## config.mk

```make
export PLATFORM = sky130hd
export DESIGN_NAME = fifo_rd_ctrl
export DESIGN_NICKNAME = d
export VERILOG_FILES = /design/src/rtl/fifo_rd_ctrl.sv
export SDC_FILE = /design/constraint.sdc
export NUM_CORES = 1
export LEC_CHECK = 0
export BUFFER_PORTS_ARGS = -buffer_cell sky130_fd_sc_hd__buf_2
export CAP_MARGIN = 20
export CORE_UTILIZATION = 48
export CTS_CLUSTER_DIAMETER = 50
export DETAILED_ROUTE_END_ITERATION = 10
export PLACE_DENSITY = 0.82
export SYNTH_ARGS = -nofsm -noshare
export SYNTH_HDL_FRONTEND = slang
export SYNTH_SLANG_ARGS = --single-unit
```

## constraint.sdc

```tcl
create_clock -name R_CLK -period 4.4 [get_ports R_CLK]
set_clock_uncertainty 0.1 [all_clocks]
set_input_delay 0.22 -clock R_CLK [delete_from_list [all_inputs] [get_ports R_CLK]]
set_output_delay 0.22 -clock R_CLK [all_outputs]
set_load 0.01 [all_outputs]
```

## src/rtl/fifo_rd_ctrl.sv

```systemverilog
// ============================================================================
// Module      : fifo_rd_ctrl
// Description : Async FIFO read-side controller (read clock domain). Owns the
//               binary/Gray read pointer, empty flag and a one-deep output
//               register with a valid/ready handshake.
//               Optional occupancy output enabled by macro FIFO_RD_LEVEL_EN.
// Revision    : 1.0 - initial release
// ============================================================================
`default_nettype none

module fifo_rd_ctrl #(
    parameter int MEM_DEPTH  = 8,
    parameter int DATA_WIDTH = 8,
    parameter int PTR_SIZE   = $clog2(MEM_DEPTH) + 1,
    parameter int ADDR_WIDTH = $clog2(MEM_DEPTH)
) (
    input  logic                  R_CLK,
    input  logic                  R_RST,
    input  logic [PTR_SIZE-1:0]   RQ2_W_PTR,
    input  logic [DATA_WIDTH-1:0] R_RD_DATA,
    output logic [ADDR_WIDTH-1:0] R_ADDR,
    output logic [PTR_SIZE-1:0]   R_PTR,
    output logic                  R_EMPTY,
    output logic [DATA_WIDTH-1:0] O_DATA,
    output logic                  O_VALID,
    input  logic                  I_READY,
    output logic [PTR_SIZE-1:0]   R_LEVEL
);

    logic [PTR_SIZE-1:0]   ptr_bin_q,  ptr_bin_d;
    logic [PTR_SIZE-1:0]   ptr_gray_q, ptr_gray_d;
    logic [DATA_WIDTH-1:0] data_q,     data_d;
    logic                  valid_q,    valid_d;
    logic                  w_pop;
    logic [PTR_SIZE-1:0]   w_ptr_bin_inc;

    // Full-width compare: the wrap bit separates empty from full.
    assign R_EMPTY       = (ptr_gray_q == RQ2_W_PTR);
    assign w_pop         = ~R_EMPTY & (~valid_q | I_READY);
    assign w_ptr_bin_inc = ptr_bin_q + PTR_SIZE'(1);

    always_comb begin
        ptr_bin_d  = ptr_bin_q;
        ptr_gray_d = ptr_gray_q;
        data_d     = data_q;
        valid_d    = valid_q;
        if (w_pop) begin
            data_d     = R_RD_DATA;
            valid_d    = 1'b1;
            ptr_bin_d  = w_ptr_bin_inc;
            ptr_gray_d = w_ptr_bin_inc ^ (w_ptr_bin_inc >> 1);
        end else if (valid_q && I_READY) begin
            valid_d    = 1'b0;
        end
    end

    // Gray pointer is registered so the write-domain synchroniser never
    // samples a combinational glitch.
    always_ff @(posedge R_CLK or posedge R_RST) begin
        if (R_RST) begin
            ptr_bin_q  <= '0;
            ptr_gray_q <= '0;
            data_q     <= '0;
            valid_q    <= 1'b0;
        end else begin
            ptr_bin_q  <= ptr_bin_d;
            ptr_gray_q <= ptr_gray_d;
            data_q     <= data_d;
            valid_q    <= valid_d;
        end
    end

    assign R_ADDR  = ptr_bin_q[ADDR_WIDTH-1:0];
    assign R_PTR   = ptr_gray_q;
    assign O_DATA  = data_q;
    assign O_VALID = valid_q;

`ifdef FIFO_RD_LEVEL_EN
    logic [PTR_SIZE-1:0] w_wbin;

    // Each binary bit is the XOR of all Gray bits at or above it.
    always_comb begin
        w_wbin = '0;
        for (int i = 0; i < PTR_SIZE; i++) begin
            w_wbin[i] = ^(RQ2_W_PTR >> i);
        end
    end

    assign R_LEVEL = R_RST ? '0 : (w_wbin - ptr_bin_q);
`else
    assign R_LEVEL = '0;
`endif

endmodule

`default_nettype wire

```

Word-level counts from Yosys, hierarchy flattened
Cells that the tools add are included.

Word-level logic and storage cells: 15. Register bits after elaboration: 17. Output and inout bits: 21. Input bits: 15.

Eq/ne operators: 1. Reduce and logical (&&, ||, !) cells: 2. Bitwise operators: 5. Add/sub/neg operators: 1. Muxes and demuxes: 2.

Operators with widths (count): adder 4 x 1 -> 4 bit (second input constant) (1); == test 4 bit (1); bitwise XOR 4 x 3 -> 4 bit (1); two-way mux 1 bit (2); NOT 1 bit (2); nonzero test 2 bit (1); AND 1 bit (1); logical AND 1 bit (1); bitwise OR 1 bit (1).

Longest topological paths before layout
Gate-level depths: netlist of run 1.

Depth after elaboration: 4. Depth in mapped cells: 5. Gate-level depth less buffers: 4.

Worst setup path after synthesis of run 1
OpenSTA, ideal clock, no wires.

Path type: reg-to-reg. Start: reg ptr_bin_q[3] (netlist name). End: reg data_q[0], in the netlist O_DATA[0]. Path buffers: 1. Arrival time: 1.600 ns. Setup slack: 2.575 ns. Cell stages (with the launch flop): 5. Required time: 4.175 ns. Library setup time: 0.125 ns. Clock period less this slack: 1.825 ns. Cell sequence: dfrtp_1 xor2_1 o41a_4 buf_6 mux2_4.

RTL lines: to (signal assigned) (RTL line 68) `data_q <= data_d;`; to (decl) (RTL line 32) `logic [DATA_WIDTH-1:0] data_q, data_d;`.

==> results by group, run 1 <==
Cells and area
  – Commonest non-fill, non-tap cell in the layout: buf_2
  – Share of layout cells above drive strength 1: 0.5333
  – Antenna cell count: 0
  – Multi-input gate area: 349.1 µm²
  – Commonest non-fill, non-tap cells in the layout: buf_2, dfrtp_1, mux2_4
  – Register Area: between 400 and 500 µm²
  – Post-route cell area: 974.7 µm²
  – Nets@finish: 107
  – Area Growth Syn to Fin: 24.44%
  – Layout fillers: 134

Clocking
  – Reg clk slew, reported paths: 0.09 ns
  – Post-cts gate resize count: 0
  – Setup bufs post-CTS: 0
  – H-tree depth: 1
  – Worst-case clock buffer depth: 2
  – Clock latency on the worst-skew pair: around 0.28 ns
  – Clk sink count: 16
  – CTS Buf Count: 3
  – Root Buffer: clkbuf_4
  – CTS tree: built

Timing
  – Slew @ Worst Pin: 0.5852 ns
  – Setup TNS Final: 0 ns
  – Final setup vio count: 0
  – Slew HR: 0.6094
  – Final hold violation count: 0
  – Pins Over Slew Limit: 0
  – Minimum clock period: 1.792 ns
  – Max Clk Rate: about 0.56 GHz
  – Final period util: 0.4073
  – Unrepaired setup endpoints after global routing: no

Routing
  – Vias per Instance: between 4 and 5
  – Via count: 528
  – DR pass1 iterations: 3
  – Post-DRT Antenna Nets: 0
  – DRT iter0 DRCs: 5
  – Routed WL: 1264 µm
  – Drt drc: 0
  – Drt wl/cell: approximately 12 µm

Power
  – LEAKAGE: a little under 0.5 nW
  – VDD IR max: 0.4004 mV
  – Power density over the cells: 711.3 mW/mm²

Setup path
  – Internal reg-to-reg setup slack: 2.61 ns
  – Arrival time of the worst setup path: 1.86 ns
  – Crit path kind: reg2reg
  – Startpoint Class: register
  – Worst setup EP type: register
  – Critical Path Fanout Max: 15
  – Worst Path Required: between 4 and 5 ns

Synthesis
  – Seq/Total Area, Yosys: 0.5112
  – Seq cells post-synth: 16
  – Yosys warning count: 0
  – Mapped cell area: a little under 800 µm²
  – Netlist cell types: 15
  – Gate Count Post-Synth: 56
  – Average size of a mapped cell: 13.99 µm²

Floorplan
  – Die Span Y: 42.40 µm
  – I/O pins: 36
  – Num rows: 14
  – Core Footprint: 0.001506 mm²
  – Initial core utilization: 0.5199
  – Die width: 42.40 µm
  – DIE AREA: 0.001797 mm²

Global route
  – Initial antenna violation count: 0
  – GRT overflow: 0
  – Vias in the first global route: around 480
  – Largest net degree at the start of global routing: 17
  – First-pass GRT wire length: 2145 µm
  – Tot GR Track Use: 0.1630

Placement
  – Post-detail-place hpwl: approximately 960 µm
  – Gpl congestion: slightly below 0.7
  – Placed instance area: 928.4 µm²
  – IO Port Bufs: 31

Status
  – Status: finished, final reports clean

Worst hold path
  – Worst Hold Class: in2reg

Run
  – Max Cap Violations: 0
[critical path, stage by stage, from the launching register on]
cell	delay, ns
dfrtp_1	0.44
xor2_1	0.18
o41a_4	0.62
mux2_4	0.33
[where the power goes]
part / switching [mW] / internal [mW] / total (mW)
logic: 0.150 / 0.187 / 0.337
clock network: 0.0438 / 0.0503 / 0.0941
registers: 0.0554 / 0.207 / 0.262
total: 0.250 / 0.444 / 0.693
[through the flow]
stage               utilization  hold slack (ns)  std cells  power, mW  setup WS [ns]
floorplan                     -          0.03374         59     0.5111          2.575
global placement         0.6163           0.2042        101     0.5919          2.651
detailed placement       0.6163           0.2169        101     0.6056          2.616
CTS                      0.6470          0.05827        106     0.7025          2.602
global route             0.6470          0.04813        106     0.7426          2.482
finish                   0.6470          0.06600        106     0.6933          2.608
[metal layers]
metal / track usage / up-vias / share of wire
met2: 0.2585 / 26 / 0.50
met1: 0.2137 / 252 / 0.42
met4: 0.05625 / 0 / 0.0040
li1: - / 248 / -
met3: 0.04741 / 2 / 0.075
met5: 0 / - / 0
[state kept, by name, summed over array words and instances (netlist names)]
register,cells
O_DATA,8
ptr_bin_q,4
R_PTR,3
O_VALID,1
[cells in the mapped netlist]
library cell	number	area, µm²
dfrtp_1	16	400.4
mux2_4	7	105.1
xnor2_1	6	52.55
xor2_1	6	52.55
mux2_2	5	56.30
buf_4	4	30.03
nand2_1	4	15.01
buf_6	1	11.26
conb_1	1	3.750
ha_1	1	12.51
inv_1	1	3.750
nand2b_1	1	6.260
nand4_1	1	6.260
nor4_1	1	6.260
o41a_4	1	21.27
[repair_timing]
item,4_1_cts,5_1_grt
hold buffers,1,0
endpoints found under the setup margin,0,0
hold endpoints to repair,16,0
[area by class of cell]
class	count	share of cell area
repair buffers	32	0.1694
clock buffers	4	0.03723
inverters	1	0.003851
multi-input cells	37	0.3582
flip-flops and latches	16	0.4108
well taps	16	0.02054
[final timing paths]
| kind | end | cells after the start | startpoint |
|---|---|---|---|
| setup reg to reg | O_DATA[6]$_DFFE_PP0P_ | 3 | ptr_bin_q[3]$_DFFE_PP0P_ |
| max in group asynchronous | R_PTR[1]$_DFFE_PP0P_ | 3 | R_RST |
| setup / recovery | O_DATA[6]$_DFFE_PP0P_ | 3 | ptr_bin_q[3]$_DFFE_PP0P_ |
| hold reg to reg | O_DATA[7]$_DFFE_PP0P_ | 1 | O_DATA[7]$_DFFE_PP0P_ |
| min in group asynchronous | O_DATA[5]$_DFFE_PP0P_ | 3 | R_RST |
| hold / removal | O_DATA[5]$_DFFE_PP0P_ | 2 | R_RD_DATA[5] |
[cell families after synthesis]
family	share of synthesized area
other cells	0.004788
compound gates	0.02716
buf+inv	0.05750
mux	0.2061
xor+xnor	0.1342
fa+ha+maj	0.01597
simple gates	0.04314
flops	0.5112
(Power assumes the default switching activity.)
==> run 2: changes to the inputs <==
--- a/config.mk
+++ b/config.mk
@@ -7,10 +7,10 @@
 export LEC_CHECK = 0
 export BUFFER_PORTS_ARGS = -buffer_cell sky130_fd_sc_hd__buf_2
 export CAP_MARGIN = 20
-export CORE_UTILIZATION = 48
+export CORE_UTILIZATION = 44
 export CTS_CLUSTER_DIAMETER = 50
 export DETAILED_ROUTE_END_ITERATION = 10
-export PLACE_DENSITY = 0.82
+export PLACE_DENSITY = 0.76
 export SYNTH_ARGS = -nofsm -noshare
 export SYNTH_HDL_FRONTEND = slang
 export SYNTH_SLANG_ARGS = --single-unit
==> constraint.sdc (replaced) <==
create_clock -name R_CLK -period 1.75 [get_ports R_CLK]
set_clock_uncertainty 0.1 [all_clocks]
set_input_delay 0.0875 -clock R_CLK [delete_from_list [all_inputs] [get_ports R_CLK]]
set_output_delay 0.0875 -clock R_CLK [all_outputs]
set_load 0.01 [all_outputs]
==> run 2 against run 1 <==
  * Hold slack improved by 0.14 ns
  * Worst setup slack got worse by 2.6 ns
  * Non-clock buffer count rose by 12
  * Sequential power rose by 140%
  * Global-route usage fell by 1.6 points
  * Largest power group unchanged
==> results by group, run 2 (synthesis results as in run 1) <==
Setup path
  – FF-to-FF path depth: 3 (unchanged)
  – CP cell instances: xor2_2 -> o41a_4 -> mux2_4 (was xor2_1 -> o41a_4 -> mux2_4)
  – Reg-to-Reg Start: ptr_bin_q[3]$_DFFE_PP0P_ (unchanged)
  – Worst setup EP type: register (unchanged)
  – CP top delay family: compound AO/OA/AOI/OAI gates (unchanged)
  – Critical Path Fanout Max: 8 (was 15)
  – Worst Path Buf+Inv: 0 (unchanged)
  – Startpoint Class: register (unchanged)
  – Internal reg-to-reg setup slack: 0.02 ns (was 2.61 ns)
  – Slowest stage delay, CP: 0.58 ns (was 0.62 ns)
  – Worst path slowest cell: o41a_4 (unchanged)
  – Critical R2R Capture: O_DATA[6]$_DFFE_PP0P_ (unchanged)
  – Crit path kind: reg2reg (unchanged)
  – Arrival time of the worst setup path: 1.79 ns (was 1.86 ns)
  – Worst Path Required: 1.82 ns (was 4.47 ns)

Routing
  – Post-DRT Antenna Nets: 0 (unchanged)
  – Drt wl/cell: 11.70 µm (was 11.92 µm)
  – Via count: 565 (was 528)
  – DR pass1 iterations: 6 (was 3)
  – DRT iter0 DRCs: 5 (unchanged)
  – Routed WL: 1392 µm (was 1264 µm)
  – Drt drc: 0 (unchanged)
  – Vias per Instance: 4.748 (was 4.981)

Timing
  – Unrepaired setup endpoints after global routing: yes (was no)
  – Pins Over Slew Limit: 0 (unchanged)
  – Slew HR: 0.6028 (was 0.6094)
  – Minimum clock period: 1.726 ns (was 1.792 ns)
  – Final hold violation count: 0 (unchanged)
  – Slew @ Worst Pin: 0.5952 ns (was 0.5852 ns)
  – Max Clk Rate: 0.5795 GHz (was 0.5580 GHz)
  – Final period util: 0.9860 (was 0.4073)
  – Final setup vio count: 0 (unchanged)

Clocking
  – Root Buffer: clkbuf_4 (unchanged)
  – Clk sink count: 16 (unchanged)
  – CTS tree: built (unchanged)
  – H-tree depth: 1 (unchanged)
  – Clock latency on the worst-skew pair: 0.27 ns (was 0.28 ns)
  – Reg clk slew, reported paths: 0.09 ns (about the same)
  – Worst-case clock buffer depth: 2 (unchanged)
  – CTS Buf Count: 3 (unchanged)

Cells and area
  – Antenna cell count: 0 (unchanged)
  – Area Growth Syn to Fin: 42.49% (was 24.44%)
  – Max reg flops: 8 (unchanged)
  – Share of layout cells above drive strength 1: 0.5340 (was 0.5333)
  – Post-route cell area: 0.001116 mm² (was 974.7 µm²)
  – Post-Layout Cell Count: 119 (was 106)
  – Commonest non-fill, non-tap cells in the layout: buf_2, dfrtp_1, dlygate4sd3_1 (was buf_2, dfrtp_1, mux2_4)
  – Nets@finish: 120 (was 107)
  – Commonest non-fill, non-tap cell in the layout: buf_2 (unchanged)
  – Utilization after layout: 0.7079 (was 0.6470)

Global route
  – Largest net degree at the start of global routing: 17 (unchanged)
  – Initial antenna violation count: 0 (unchanged)
  – Tot GR Track Use: 0.1474 (was 0.1630)
  – First-pass GRT wire length: 2063 µm (was 2145 µm)
  – Vias in the first global route: 500 (was 479)
  – GRT overflow: 0 (unchanged)

Placement
  – Gpl congestion: 0.6414 (was 0.6823)
  – Placed instance area: 944.7 µm² (was 928.4 µm²)
  – Cells after DPL: 103 (was 101)
  – IO Port Bufs: 31 (unchanged)
  – Post-detail-place hpwl: 854.5 µm (was 959.7 µm)

Status
  – Status: finished, final reports clean (unchanged)

Power
  – LEAKAGE: 0.5497 nW (was 0.4934 nW)
  – Power density over the cells: 1644 mW/mm² (was 711.3 mW/mm²)
  – VDD IR max: 1.169 mV (was 0.4004 mV)

Worst hold path
  – Cell depth of the worst hold path: 4 (was 2)
  – Hold Startpoint: RQ2_W_PTR[0] (was R_RD_DATA[5])
  – Hold path endpoint: O_VALID$_DFFE_PP0P_ (was O_DATA[5]$_DFFE_PP0P_)
  – Worst Hold Class: in2reg (unchanged)

Floorplan
  – Initial core utilization: 0.4968 (was 0.5199)
  – I/O pins: 36 (unchanged)
  – Die Span Y: 44.19 µm (was 42.40 µm)
  – Num rows: 14 (unchanged)
  – Die width: 44.19 µm (was 42.40 µm)
  – DIE AREA: 0.001953 mm² (was 0.001797 mm²)
  – Core Footprint: 0.001577 mm² (was 0.001506 mm²)

Run
  – Max Cap Violations: 0 (unchanged)
run 2: cell types whose count changed in the layout (fill, tap and decap cells not counted), sizes merged:
cell	before	now
dlygate4sd3	1	10
buf	31	34
o41a	1	2
run 2: timing repair:
item / 4_1_cts / 5_1_grt
hold buffers: 10 / 0
resized for setup: 0 / 2
endpoints found under the hold margin: 25 / 0
setup endpoints to repair: 0 / 10
buffers inserted: 0 / 1
run 2: worst reg2reg max path: stages (launching register included):
cell and delay (ns):
dfrtp_2 0.44, xor2_2 0.17, o41a_4 0.58, mux2_4 0.33
run 2: report_power, final:
group	total (mW)	switching (mW)	leakage, nW	internal, mW
combinational	0.965	0.427	0.345	0.538
sequential	0.636	0.113	0.183	0.522
clock	0.234	0.108	0.0210	0.126
total	1.83	0.648	0.550	1.19
run 2: cell type report:
type / count / area (µm²)
clock buffer: 4 / 36.28
fill: 116 / 460.4
inverter: 1 / 3.754
multi-input combinational: 38 / 376.6
sequential: 16 / 401.6
tap: 16 / 20.02
timing repair buffer: 44 / 277.8
run 2: how the worst max path moves through the flow:
| stage | endpoint | slack (ns) | from | cells past startpoint |
|---|---|---|---|---|
| after floorplan | O_DATA[0]$_DFFE_PP0P_ | -0.03 | R_PTR[1]$_DFFE_PP0P_ | 4 |
| after global placement | O_DATA[6]$_DFFE_PP0P_ | 0.05 | R_PTR[1]$_DFFE_PP0P_ | 3 |
| after detailed placement | O_DATA[6]$_DFFE_PP0P_ | 0.02 | R_PTR[1]$_DFFE_PP0P_ | 3 |
| after CTS | O_DATA[6]$_DFFE_PP0P_ | 0.003 | R_PTR[1]$_DFFE_PP0P_ | 3 |
| after global routing | O_DATA[6]$_DFFE_PP0P_ | -0.009 | ptr_bin_q[3]$_DFFE_PP0P_ | 3 |
| final | O_DATA[6]$_DFFE_PP0P_ | 0.02 | ptr_bin_q[3]$_DFFE_PP0P_ | 3 |
run 2: stage by stage:
step,setup TNS (ns),hold slack [ns],total power [mW],setup WS [ns]
2_1_floorplan,-0.2191,-0.09883,1.288,-0.03130
5_1_grt,-0.01874,0.2138,1.968,-0.008676
3_5_place_dp,0,0.09018,1.541,0.01745
4_1_cts,0,0.1702,1.799,0.002633
3_3_place_gp,0,0.07964,1.526,0.04534
6_report,0,0.2074,1.835,0.02449
run 2: metal layers:
metal | vias up | share of wire | GRT usage
met4 | 0 | 0 | 0.05455
met1 | 263 | 0.44 | 0.1787
met3 | 0 | 0.063 | 0.04082
met5 | - | 0 | 0
met2 | 26 | 0.49 | 0.2500
li1 | 276 | - | -
==> run 3: changes to the inputs <==
--- a/config.mk
+++ b/config.mk
@@ -10,7 +10,7 @@
 export CORE_UTILIZATION = 44
 export CTS_CLUSTER_DIAMETER = 50
 export DETAILED_ROUTE_END_ITERATION = 10
-export PLACE_DENSITY = 0.76
+export PLACE_DENSITY_LB_ADDON = 0.05
 export SYNTH_ARGS = -nofsm -noshare
 export SYNTH_HDL_FRONTEND = slang
 export SYNTH_SLANG_ARGS = --single-unit
==> run 3 against run 2 <==
  * Largest power group unchanged
  * Register-to-register slack is essentially flat
  * Via count grew 2.1%
  * Wire length grew 9.1%
  * The flow now finishes with violations (design-rule violations)
  * Power grew 1.4%
  * Non-clock buffer count is the same
  * Highest routed layer unchanged
  * Largest cell class unchanged
  * Die area is the same
  * Sequential power is essentially flat
  * Maximum frequency is essentially flat
==> results by group, run 3 (synthesis results as in run 1) <==
Floorplan
  – Die Span Y: 44.19 µm (unchanged)
  – Initial core utilization: 0.4968 (unchanged)
  – Die width: 44.19 µm (unchanged)
  – Core Footprint: 0.001577 mm² (unchanged)
  – I/O pins: 36 (unchanged)
  – Num rows: 14 (unchanged)
  – DIE AREA: 0.001953 mm² (unchanged)

Timing
  – Final hold violation count: 0 (unchanged)
  – Max Clk Rate: 0.5797 GHz (was 0.5795 GHz)
  – Minimum clock period: 1.725 ns (was 1.726 ns)
  – Final setup vio count: 0 (unchanged)
  – Final period util: 0.9857 (was 0.9860)
  – Slew @ Worst Pin: 0.5903 ns (was 0.5952 ns)
  – Unrepaired setup endpoints after global routing: yes (unchanged)
  – Slew HR: 0.6061 (was 0.6028)
  – Pins Over Slew Limit: 0 (unchanged)
  – Setup ws final: 0.02501 ns (was 0.02449 ns)

Cells and area
  – Commonest non-fill, non-tap cell in the layout: buf_2 (unchanged)
  – Nets@finish: 120 (unchanged)
  – Utilization after layout: 0.7016 (was 0.7079)
  – Post-route cell area: 0.001106 mm² (was 0.001116 mm²)
  – Commonest non-fill, non-tap cells in the layout: buf_2, dfrtp_1, dlygate4sd3_1 (unchanged)
  – Share of layout cells above drive strength 1: 0.5340 (unchanged)
  – Area Growth Syn to Fin: 41.21% (was 42.49%)
  – Layout fillers: 134 (was 116)
  – Antenna cell count: 0 (unchanged)
  – Post-Layout Cell Count: 119 (unchanged)
  – Max reg flops: 8 (unchanged)

Clocking
  – Worst-case clock buffer depth: 2 (unchanged)
  – Reg clk slew, reported paths: 0.09 ns (about the same)
  – Root Buffer: clkbuf_4 (unchanged)
  – H-tree depth: 1 (unchanged)
  – Clk sink count: 16 (unchanged)
  – Clock latency on the worst-skew pair: 0.27 ns (about the same)
  – CTS tree: built (unchanged)
  – CTS Buf Count: 3 (unchanged)

Routing
  – Drt wl/cell: 12.76 µm (was 11.70 µm)
  – Top Metal Used: met3 (unchanged)
  – DRT iter0 DRCs: 13 (was 5)
  – Routed wl met2: 764 µm (was 687 µm)
  – Via count: 577 (was 565)
  – Wire length on met3: 75 µm (was 88 µm)
  – Routed WL: 1519 µm (was 1392 µm)
  – Wl on met1: 679 µm (was 617 µm)
  – DR pass1 iterations: 8 (was 6)
  – Vias per Instance: 4.849 (was 4.748)
  – Drt drc: 4 (was 0)
  – Post-DRT Antenna Nets: 0 (unchanged)

Status
  – Status: finished, violations left (was finished, final reports clean)
  – Failing checks: design-rule violations

Setup path
  – CP cell instances: xor2_2 -> o41a_4 -> mux2_4 (unchanged)
  – Arrival time of the worst setup path: 1.79 ns (about the same)
  – Worst path slowest cell: o41a_4 (unchanged)
  – Worst setup EP type: register (unchanged)
  – Startpoint Class: register (unchanged)
  – Critical Path Fanout Max: 8 (unchanged)
  – Worst Path Buf+Inv: 0 (unchanged)
  – Slowest stage delay, CP: 0.58 ns (about the same)
  – Crit path kind: reg2reg (unchanged)
  – Worst Path Required: 1.81 ns (was 1.82 ns)
  – CP top delay family: compound AO/OA/AOI/OAI gates (unchanged)

Power
  – Total power: 1.860 mW (was 1.835 mW)
  – Power density over the cells: 1682 mW/mm² (was 1644 mW/mm²)
  – LEAKAGE: 0.5491 nW (was 0.5497 nW)
  – VDD IR max: 1.256 mV (was 1.169 mV)
  – Power Internal: 1.196 mW (was 1.187 mW)
  – Clock power share: 0.125 (was 0.127)
  – Comb power frac: 0.534 (was 0.526)
  – Seq pwr share: 0.341 (was 0.347)
  – Switching share of total power: 0.3570 (was 0.3532)
  – Net Switching: 0.6641 mW (was 0.6481 mW)

Placement
  – IO Port Bufs: 31 (unchanged)
  – Placed instance area: 944.7 µm² (unchanged)
  – Gpl congestion: 0.6990 (was 0.6414)
  – Worst slack, placed: 0.01912 ns (was 0.01745 ns)
  – Cells after DPL: 103 (unchanged)

Global route
  – Vias in the first global route: 543 (was 500)
  – GRT overflow: 0 (unchanged)
  – Initial antenna violation count: 0 (unchanged)
  – Largest net degree at the start of global routing: 17 (unchanged)
  – First-pass GRT wire length: 2477 µm (was 2063 µm)
  – Tot GR Track Use: 0.1762 (was 0.1474)

Run
  – Max Cap Violations: 0 (unchanged)

Worst hold path
  – Worst Hold Class: in2reg (unchanged)
-- run 3: stage by stage --
step,TNS (ns),hold WS [ns]
2_1_floorplan,-0.2191,-0.09883
3_3_place_gp,0,0.07394
3_5_place_dp,0,0.07411
4_1_cts,0,0.04374
5_1_grt,-0.03792,0.09038
6_report,0,0.07385
-- run 3: timing repair --
item | 4_1_cts | 5_1_grt
pin swaps | 1 | 0
endpoints found under the setup margin | 3 | 9
gates cloned | 1 | 0
endpoints found under the hold margin | 24 | 0
gates resized for setup | 0 | 1
hold buffers | 9 | 0
setup buffers | 1 | 1
-- run 3: cell type report --
class                      count  area, µm²  share of cell area
clock buffer                   4      36.28             0.03281
inverter                       1      3.754            0.003394
multi-input combinational     38      369.1              0.3337
sequential                    16      401.6              0.3631
tap                           16      20.02             0.01810
timing repair buffer          44      275.3              0.2489
-- run 3: power by group through the flow --
stage / combinational, mW / sequential, mW / clock [mW]
2_1_floorplan: 0.566 / 0.722 / 0
3_3_place_gp: 0.892 / 0.643 / 0
3_5_place_dp: 0.898 / 0.646 / 0
4_1_cts: 0.972 / 0.631 / 0.241
5_1_grt: 1.09 / 0.655 / 0.257
6_report: 0.994 / 0.634 / 0.232
-- run 3: path summary, 6_finish.rpt --
kind | from | endpoint | slack, ns | cells after the start
worst max register to register | ptr_bin_q[3]$_DFFE_PP0P_ | O_DATA[3]$_DFFE_PP0P_ | 0.03 | 3
worst max-delay path | ptr_bin_q[3]$_DFFE_PP0P_ | O_DATA[3]$_DFFE_PP0P_ | 0.03 | 3
min in group asynchronous | R_RST | R_PTR[0]$_DFFE_PP0P_ | 0.32 | 3
worst min-delay path | I_READY | O_VALID$_DFFE_PP0P_ | 0.07 | 3
max in group asynchronous | R_RST | ptr_bin_q[3]$_DFFE_PP0P_ | 0.81 | 3
worst min register to register | O_DATA[5]$_DFFE_PP0P_ | O_DATA[5]$_DFFE_PP0P_ | 0.42 | 1
-- run 3: worst register-to-register path: stages, from the launching register on --
cell and delay [ns]:
dfrtp_2 0.43, xor2_2 0.17, o41a_4 0.58, mux2_4 0.33
-- run 3: routing by layer --
metal,GRT usage,vias to the layer above
li1,-,278
met1,0.2332,276
met2,0.3000,23
met3,0.06122,0
met4,0,0
met5,0,-
